--- src/rtl/spi_ram_ctrl.sv ---
// spi_ram_ctrl
// ------------
// Memory back end for an SPI slave. Each accepted 10-bit command word carries
// a 2-bit opcode and an 8-bit payload:
//   00 : load the write pointer (rejected if the payload is outside the memory)
//   01 : store the payload at the write pointer, then advance it (wrapping)
//   10 : load the read pointer (rejected if the payload is outside the memory)
//   11 : return the word at the read pointer one cycle later, then advance it
// A data command issued before its pointer has been validly loaded is
// rejected with an err pulse. The write and read pointers are fully
// independent.
//
// Parameters
//   MEM_DEPTH : number of 8-bit words in the memory
//   ADDR_SIZE : width of the write/read pointers
//
// Ports
//   clk      : single clock, rising edge
//   rst      : synchronous, active-high reset (memory contents are kept)
//   din      : command word, [9:8] opcode, [7:0] payload
//   rx_valid : din is valid this cycle
//   dout     : read data, held until the next accepted read
//   tx_valid : one-cycle pulse, dout carries fresh read data
//   err      : one-cycle pulse, the previous command was rejected

module spi_ram_ctrl #(
  parameter int MEM_DEPTH = 256,
  parameter int ADDR_SIZE = 8
) (
  input  logic       clk,
  input  logic       rst,
  input  logic [9:0] din,
  input  logic       rx_valid,
  output logic [7:0] dout,
  output logic       tx_valid,
  output logic       err
);

  typedef enum logic [1:0] {
    OP_WR_ADDR = 2'b00,
    OP_WR_DATA = 2'b01,
    OP_RD_ADDR = 2'b10,
    OP_RD_DATA = 2'b11
  } opcode_t;

  localparam logic [ADDR_SIZE-1:0] LAST_ADDR = ADDR_SIZE'(MEM_DEPTH - 1);
  localparam logic [ADDR_SIZE-1:0] ONE_ADDR  = ADDR_SIZE'(1);

  logic [7:0]           mem [0:MEM_DEPTH-1];
  logic [ADDR_SIZE-1:0] wr_addr;
  logic [ADDR_SIZE-1:0] rd_addr;
  logic                 wa_ok;
  logic                 ra_ok;

  opcode_t              opcode;
  logic [7:0]           payload;
  logic                 payload_in_range;
  logic                 mem_we;

  assign opcode  = opcode_t'(din[9:8]);
  assign payload = din[7:0];

  // The payload is compared at full integer width so that a depth of 256
  // (every 8-bit payload legal) and smaller depths are handled alike.
  assign payload_in_range = ({24'b0, payload} < 32'(MEM_DEPTH));

  // Reset wins over a simultaneous command, so the store is gated by it too.
  assign mem_we = !rst && rx_valid && (opcode == OP_WR_DATA) && wa_ok;

  // Pointer advance with wrap at the last implemented word, which need not
  // be a power of two.
  function automatic logic [ADDR_SIZE-1:0] next_addr(input logic [ADDR_SIZE-1:0] addr);
    next_addr = (addr == LAST_ADDR) ? '0 : addr + ONE_ADDR;
  endfunction

  // Storage array. Deliberately has no reset so contents survive rst.
  always_ff @(posedge clk) begin
    if (mem_we) begin
      mem[wr_addr] <= payload;
    end
  end

  // Command decode and pointer/flag state. tx_valid and err are pulses, so
  // they default low every cycle and are only raised by the command that
  // causes them; dout is left alone unless a read is accepted.
  always_ff @(posedge clk) begin
    if (rst) begin
      dout     <= '0;
      tx_valid <= 1'b0;
      err      <= 1'b0;
      wr_addr  <= '0;
      rd_addr  <= '0;
      wa_ok    <= 1'b0;
      ra_ok    <= 1'b0;
    end else begin
      tx_valid <= 1'b0;
      err      <= 1'b0;
      if (rx_valid) begin
        case (opcode)
          OP_WR_ADDR: begin
            if (payload_in_range) begin
              wr_addr <= ADDR_SIZE'(payload);
              wa_ok   <= 1'b1;
            end else begin
              wa_ok <= 1'b0;
              err   <= 1'b1;
            end
          end
          OP_WR_DATA: begin
            if (wa_ok) begin
              wr_addr <= next_addr(wr_addr);
            end else begin
              err <= 1'b1;
            end
          end
          OP_RD_ADDR: begin
            if (payload_in_range) begin
              rd_addr <= ADDR_SIZE'(payload);
              ra_ok   <= 1'b1;
            end else begin
              ra_ok <= 1'b0;
              err   <= 1'b1;
            end
          end
          OP_RD_DATA: begin
            if (ra_ok) begin
              dout     <= mem[rd_addr];
              tx_valid <= 1'b1;
              rd_addr  <= next_addr(rd_addr);
            end else begin
              err <= 1'b1;
            end
          end
          default: begin
          end
        endcase
      end
    end
  end

endmodule

--- config.mk ---
export PLATFORM = sky130hd
export DESIGN_NAME = spi_ram_ctrl
export DESIGN_NICKNAME = d
export VERILOG_FILES = /design/src/rtl/spi_ram_ctrl.sv
export SDC_FILE = /design/constraint.sdc
export NUM_CORES = 2
export LEC_CHECK = 0
export BUFFER_PORTS_ARGS = -buffer_cell sky130_fd_sc_hd__buf_2
export CAP_MARGIN = 15
export CORE_MARGIN = 2
export CORE_UTILIZATION = 59
export CTS_BUF_LIST = sky130_fd_sc_hd__clkbuf_8
export DETAILED_ROUTE_END_ITERATION = 8
export PLACE_DENSITY_LB_ADDON = 0.1
export SKIP_LAST_GASP = 1
export SYNTH_ARGS = -nofsm -noshare
export SYNTH_HDL_FRONTEND = slang
export SYNTH_SLANG_ARGS = --single-unit
--- constraint.sdc ---
create_clock -name clk -period 2.3 [get_ports clk]
set_input_delay 0.23 -clock clk [delete_from_list [all_inputs] [get_ports clk]]
set_output_delay 0.23 -clock clk [all_outputs]
set_load 0.1 [all_outputs]
Yosys cells after proc, flatten, opt, wreduce, memory -nomap -nowiden
Memories as Yosys holds them, arrays and structs flattened. A register that Yosys moved wholly into a read port is not among the register bits. Index checks and enable logic that the tools add are counted. W data, S select, Z words.

Shift-type cells: 0. Order comparisons: 0. Divide/modulo/power cells: 0. Multipliers: 0. Equality and inequality tests: 7. Mux-type cells: 12. Bitwise operators: 2. Add/sub/neg operators: 2. Reduce and logical (&&, ||, !) cells: 15.

Operators with widths (count): $mux W8 (4); $pmux W8 S2 (2); $add A8 B1 Y8 const B (2); $eq A8 B8 Y1 const B (2); $reduce_and A3 Y1 (3); $mux W1 (5); $eq A2 B2 Y1 const B (2); $ne A2 B2 Y1 const B (2); $reduce_and A2 Y1 (2); $reduce_bool A2 Y1 (2); $reduce_or A2 Y1 (2); $logic_and A1 B1 Y1 (3); $pmux W1 S3 (1); $reduce_or A3 Y1 (1); $eq A2 B1 Y1 const B (1); $logic_not A2 Y1 (1); $not A1 Y1 (2); $logic_not A1 Y1 (1).

Register bits after elaboration: 20. Latch bits: 0. Bits in writable memories: 2048. Input bits: 13. ROM bits: 0. Output and inout port bits: 10. Memories: 1. Logic and storage cells: 45.

Memories: mem (depth 256, width 8, rd ports 1, clocked after Yosys merged registers in 1, write ports 1, line 49) `logic [7:0] mem [0:MEM_DEPTH-1];`.

Longest topological paths before layout
Depth in word-level cells: 6. Depth in mapped cells: 13. Gate-level depth less buffers: 7.

Worst setup path after synthesis
OpenSTA, ideal clock, no wires.

Path kind: input -> register. Start point: in din[9]. End point: mem mem[100][0], enable pin. Arrival: 2078 ps. Buffers on the path: 4. Cell stages on the path: 8. Setup time: 370 ps. Data required time: 1930 ps. Setup slack: -149 ps. Path through: buf_2 nor2_1 and4b_1 clkbuf_1 buf_2 nand3_1 clkbuf_1 nor2_1.

Cells in the longest elaborated chain, start to end: 5.

Ends and longest elaborated chain: start: declaration (line 32) `input logic [9:0] din,`; $eq A2 B1 Y1 (line 68) `assign mem_we = !rst && rx_valid && (opcode == OP_WR_DATA) && wa_ok;`; $logic_and A1 B1 Y1 (2 in series) (line 68); $mux W1 (line 78) `if (mem_we) begin`; $mux W1 (not written as such) (line 79) `mem[wr_addr] <= payload;`; end: declaration (line 49).

Every way passes these cells.

==> impl_results.md <==
* Status: complete, but fails checks
* Failing checks: negative setup slack
* Nets at 5092
* Clock skew at 0.0372 ns
* Top-level I/O count at 23
* Non-Filler Instances at 7092
* Initial DRT Pass Iterations at 5
* Rel. slew slack at 0.327
* DR vias/cell at 6.41
* Post-DP Area at 90000 um2
* DRT iter0 DRCs at 6011
* Buf/Inv on CP at 5
* Lkg Pwr at 32.0 nW
* Post-Place Cells at 6432
* CTS Buffer Depth at 4
* Final setup viols at 8
* Power Density at 757 nW/um2
* Synth warnings at 0
* Die height at 377 um
* Most Crowded Layer GR: met1
* Period minus WS final at 2.84 ns
* Max incr delay on CP at 0.65 ns
* Post-synth top flop: edfxtp_1
* Synthesized area at 82000 um2
* Vias in the first global route at 44600
* Synth cell types at 76
* Max Clock Freq at 352 MHz
* EDFF count, synth at 2048
* Starting Density at 0.595
* Arrival time worst endpoint at 3.77 ns
* HPWL after DPL at 135 mm
* Core Region at 138000 um2
* Num rows at 136
* Worst Setup End Kind: register
* RSZ-0062 raised after global routing: true
* Routed WL at 213 mm
* Global-route track usage on met2 at 0.455
* Synth Instances at 4100
* Die width at 377 um
* FFs w/ async S/R, synth at 0
* Final worst slack at -0.541 ns
* Crit-path slowest cell: nor4_1
* Register bit total from synthesis at 2076
* Synth area leaders: edfxtp_1, mux4_2, mux2i_1
* Clk sinks at 2076
* Crit path cell chain: buf_6 > buf_12 > buf_8 > buf_4 > buf_4 > mux4_2 > o31ai_1 > nor4_1 > nand4_1 > nand3_1
* CP required at 3.23 ns
* GRT Resource Usage Total at 0.301
* Most frequent cell after synthesis: edfxtp_1
* Cell family with most CP delay: simple AND/OR/NAND/NOR gates
* Die ar. at 142000 um2
* Synth top cells by count: edfxtp_1, mux4_2, nor2_1
* Fin Setup TNS at -4.04 ns
* Clock H-tree levels at 5
* Vias at 45500
* Critical path class: register to register
* First-pass GRT wire length at 305 mm
* Design Power at 74.3 mW
* Mapped Nets at 4118
* CP Max Fanout at 7
* Max IR drop VDD at 0.000541 V
* Post-route cell area at 98100 um2
* Fill cells at 8402
* Syn avg cell area at 20.0 um2
* Clock Latency Late Sink at 1.02 ns
* Min Hold Slack at 0.241 ns
* Initial antenna violation count at 5
* Post-synth top area share at 0.750
* Routed Antenna Nets at 0
* Sequential-to-total area share from yosys stat at 0.757
* Layout cells sized above 1 at 0.354
* Total gr overflow at 0
* Largest net degree at the start of global routing at 82
* Post-Place Worst Slack at -1.27 ns
* Final cycle utilization of the critical path at 1.24
* R2r startpoint: rd_addr[0]
* CP Launch Type: register
* Final Max Tran Viols at 0
* Hold Crit Class: input port to register
* Count of buffers from port buffering at 22
* Yosys top cell by area: edfxtp_1
* Fin. Hold Viols at 0
* Hold path start: din[0]
* DRC at 0
* Worst path most repeated cell: buf_4
* Tightest Pin Transition at 1.01 ns
* Drt wl/cell at 30.0 um
* Total of max-cap violations at 0
* Total CTS buffers at 342
* Area Growth Syn to Fin at 19.7%
* Setup crit start: rd_addr[0]
* Grt met1 use at 0.456
* CTS root buf: clkbuf_8
* Worst-path clk slew at 0.06 ns
* Met3 Track Usage GR at 0.0547
* Routability Congestion at 0.928
* CTS tree: yes
* Final core occ at 0.713
[path summary, 6_finish.rpt]
check | to | slack, ns | cells after the start
worst max-delay path | dout[4] | -0.54 | 10
worst min-delay path | mem[59][0] | 0.24 | 2
worst max register to register | dout[4] | -0.54 | 10
worst min register to register | wa_ok | 0.54 | 2
[cells in the final DEF, fill, tap and decap left out, types with 14 or more instances in the layout]
cell           synthesis  final
nor2_4                 0     64
a22oi_1               23     21
nand3_1               35     25
clkinv_2               0     29
mux4_2               363    368
a21oi_1               73     65
nand4_1               16     16
mux2i_1              243    237
clkinv_1               1     62
a2111oi_4              0     14
clkbuf_8              13    350
nor2_1               323    228
nor3_1                67     63
o21ai_0               27     20
inv_1                  6    123
nand2_1              138    126
buf_16                 0     15
buf_8                 25     19
mux4_1                40     35
a211oi_1              39     26
o22ai_1               90     83
and2_1                23     20
buf_4                 36    689
buf_12                12    101
o221ai_1              53     47
edfxtp_1            2048   2048
buf_6                 43     23
dlygate4sd3_1          0     15
nor2_2                 0     31
dfxtp_1               28     23
[cells by family after synthesis]
| kind of cell | count (synthesis) | synth area share |
|---|---|---|
| AND/OR/NAND/NOR | 686 | 0.0374 |
| buffers and inverters | 265 | 0.0258 |
| multiplexers | 654 | 0.143 |
| AO/OA/AOI/OAI | 414 | 0.0355 |
| flip-flops | 2076 | 0.757 |
| adder cells (fa/ha/maj) | 5 | 0.000763 |
[registers in the layout (all words and copies together), names as in the netlist]
register  count
mem        2048
dout          8
rd_addr       8
wr_addr       8
err           1
ra_ok         1
tx_valid      1
wa_ok         1
[area by class of cell]
type                    instances  area (um2)  share of cell area
repair buffers                888        8790              0.0895
well taps                    1794        2240              0.0229
multi-input cells            1759       19200               0.196
clock inverters               215         983              0.0100
flip-flops and latches       2076       62100               0.633
clock buffers                 350        4820              0.0491
diodes                          3        7.51           0.0000765
inverters                       7        31.3            0.000319
[where the power goes]
part / switching [mW] / leakage (nW) / internal (mW) / total (mW)
registers: 0.0241 / 18.6 / 41.6 / 41.6
logic: 2.47 / 9.90 / 1.86 / 4.33
clock network: 13.9 / 3.43 / 14.5 / 28.4
total: 16.3 / 32.0 / 57.9 / 74.3
[timing repair]
action / CTS / global route
setup buffers: 37 / 25
resized for setup: 191 / 76
pin swaps: 22 / 21
gates cloned: 12 / 4
setup endpoints to repair: 11 / 9
hold buffers: 15 / 0
hold endpoints to repair: 2044 / 0
[per-layer routing]
layer  vias to the layer above  share of wire  wire, um
met5                         -       0.000052        11
met2                      2482           0.46     98700
met4                         2          0.028      5870
met3                       381          0.096     20300
met1                     23600           0.41     87600
li1                      19000              -         -
No activity file was read; power rests on OpenSTA's default activity.
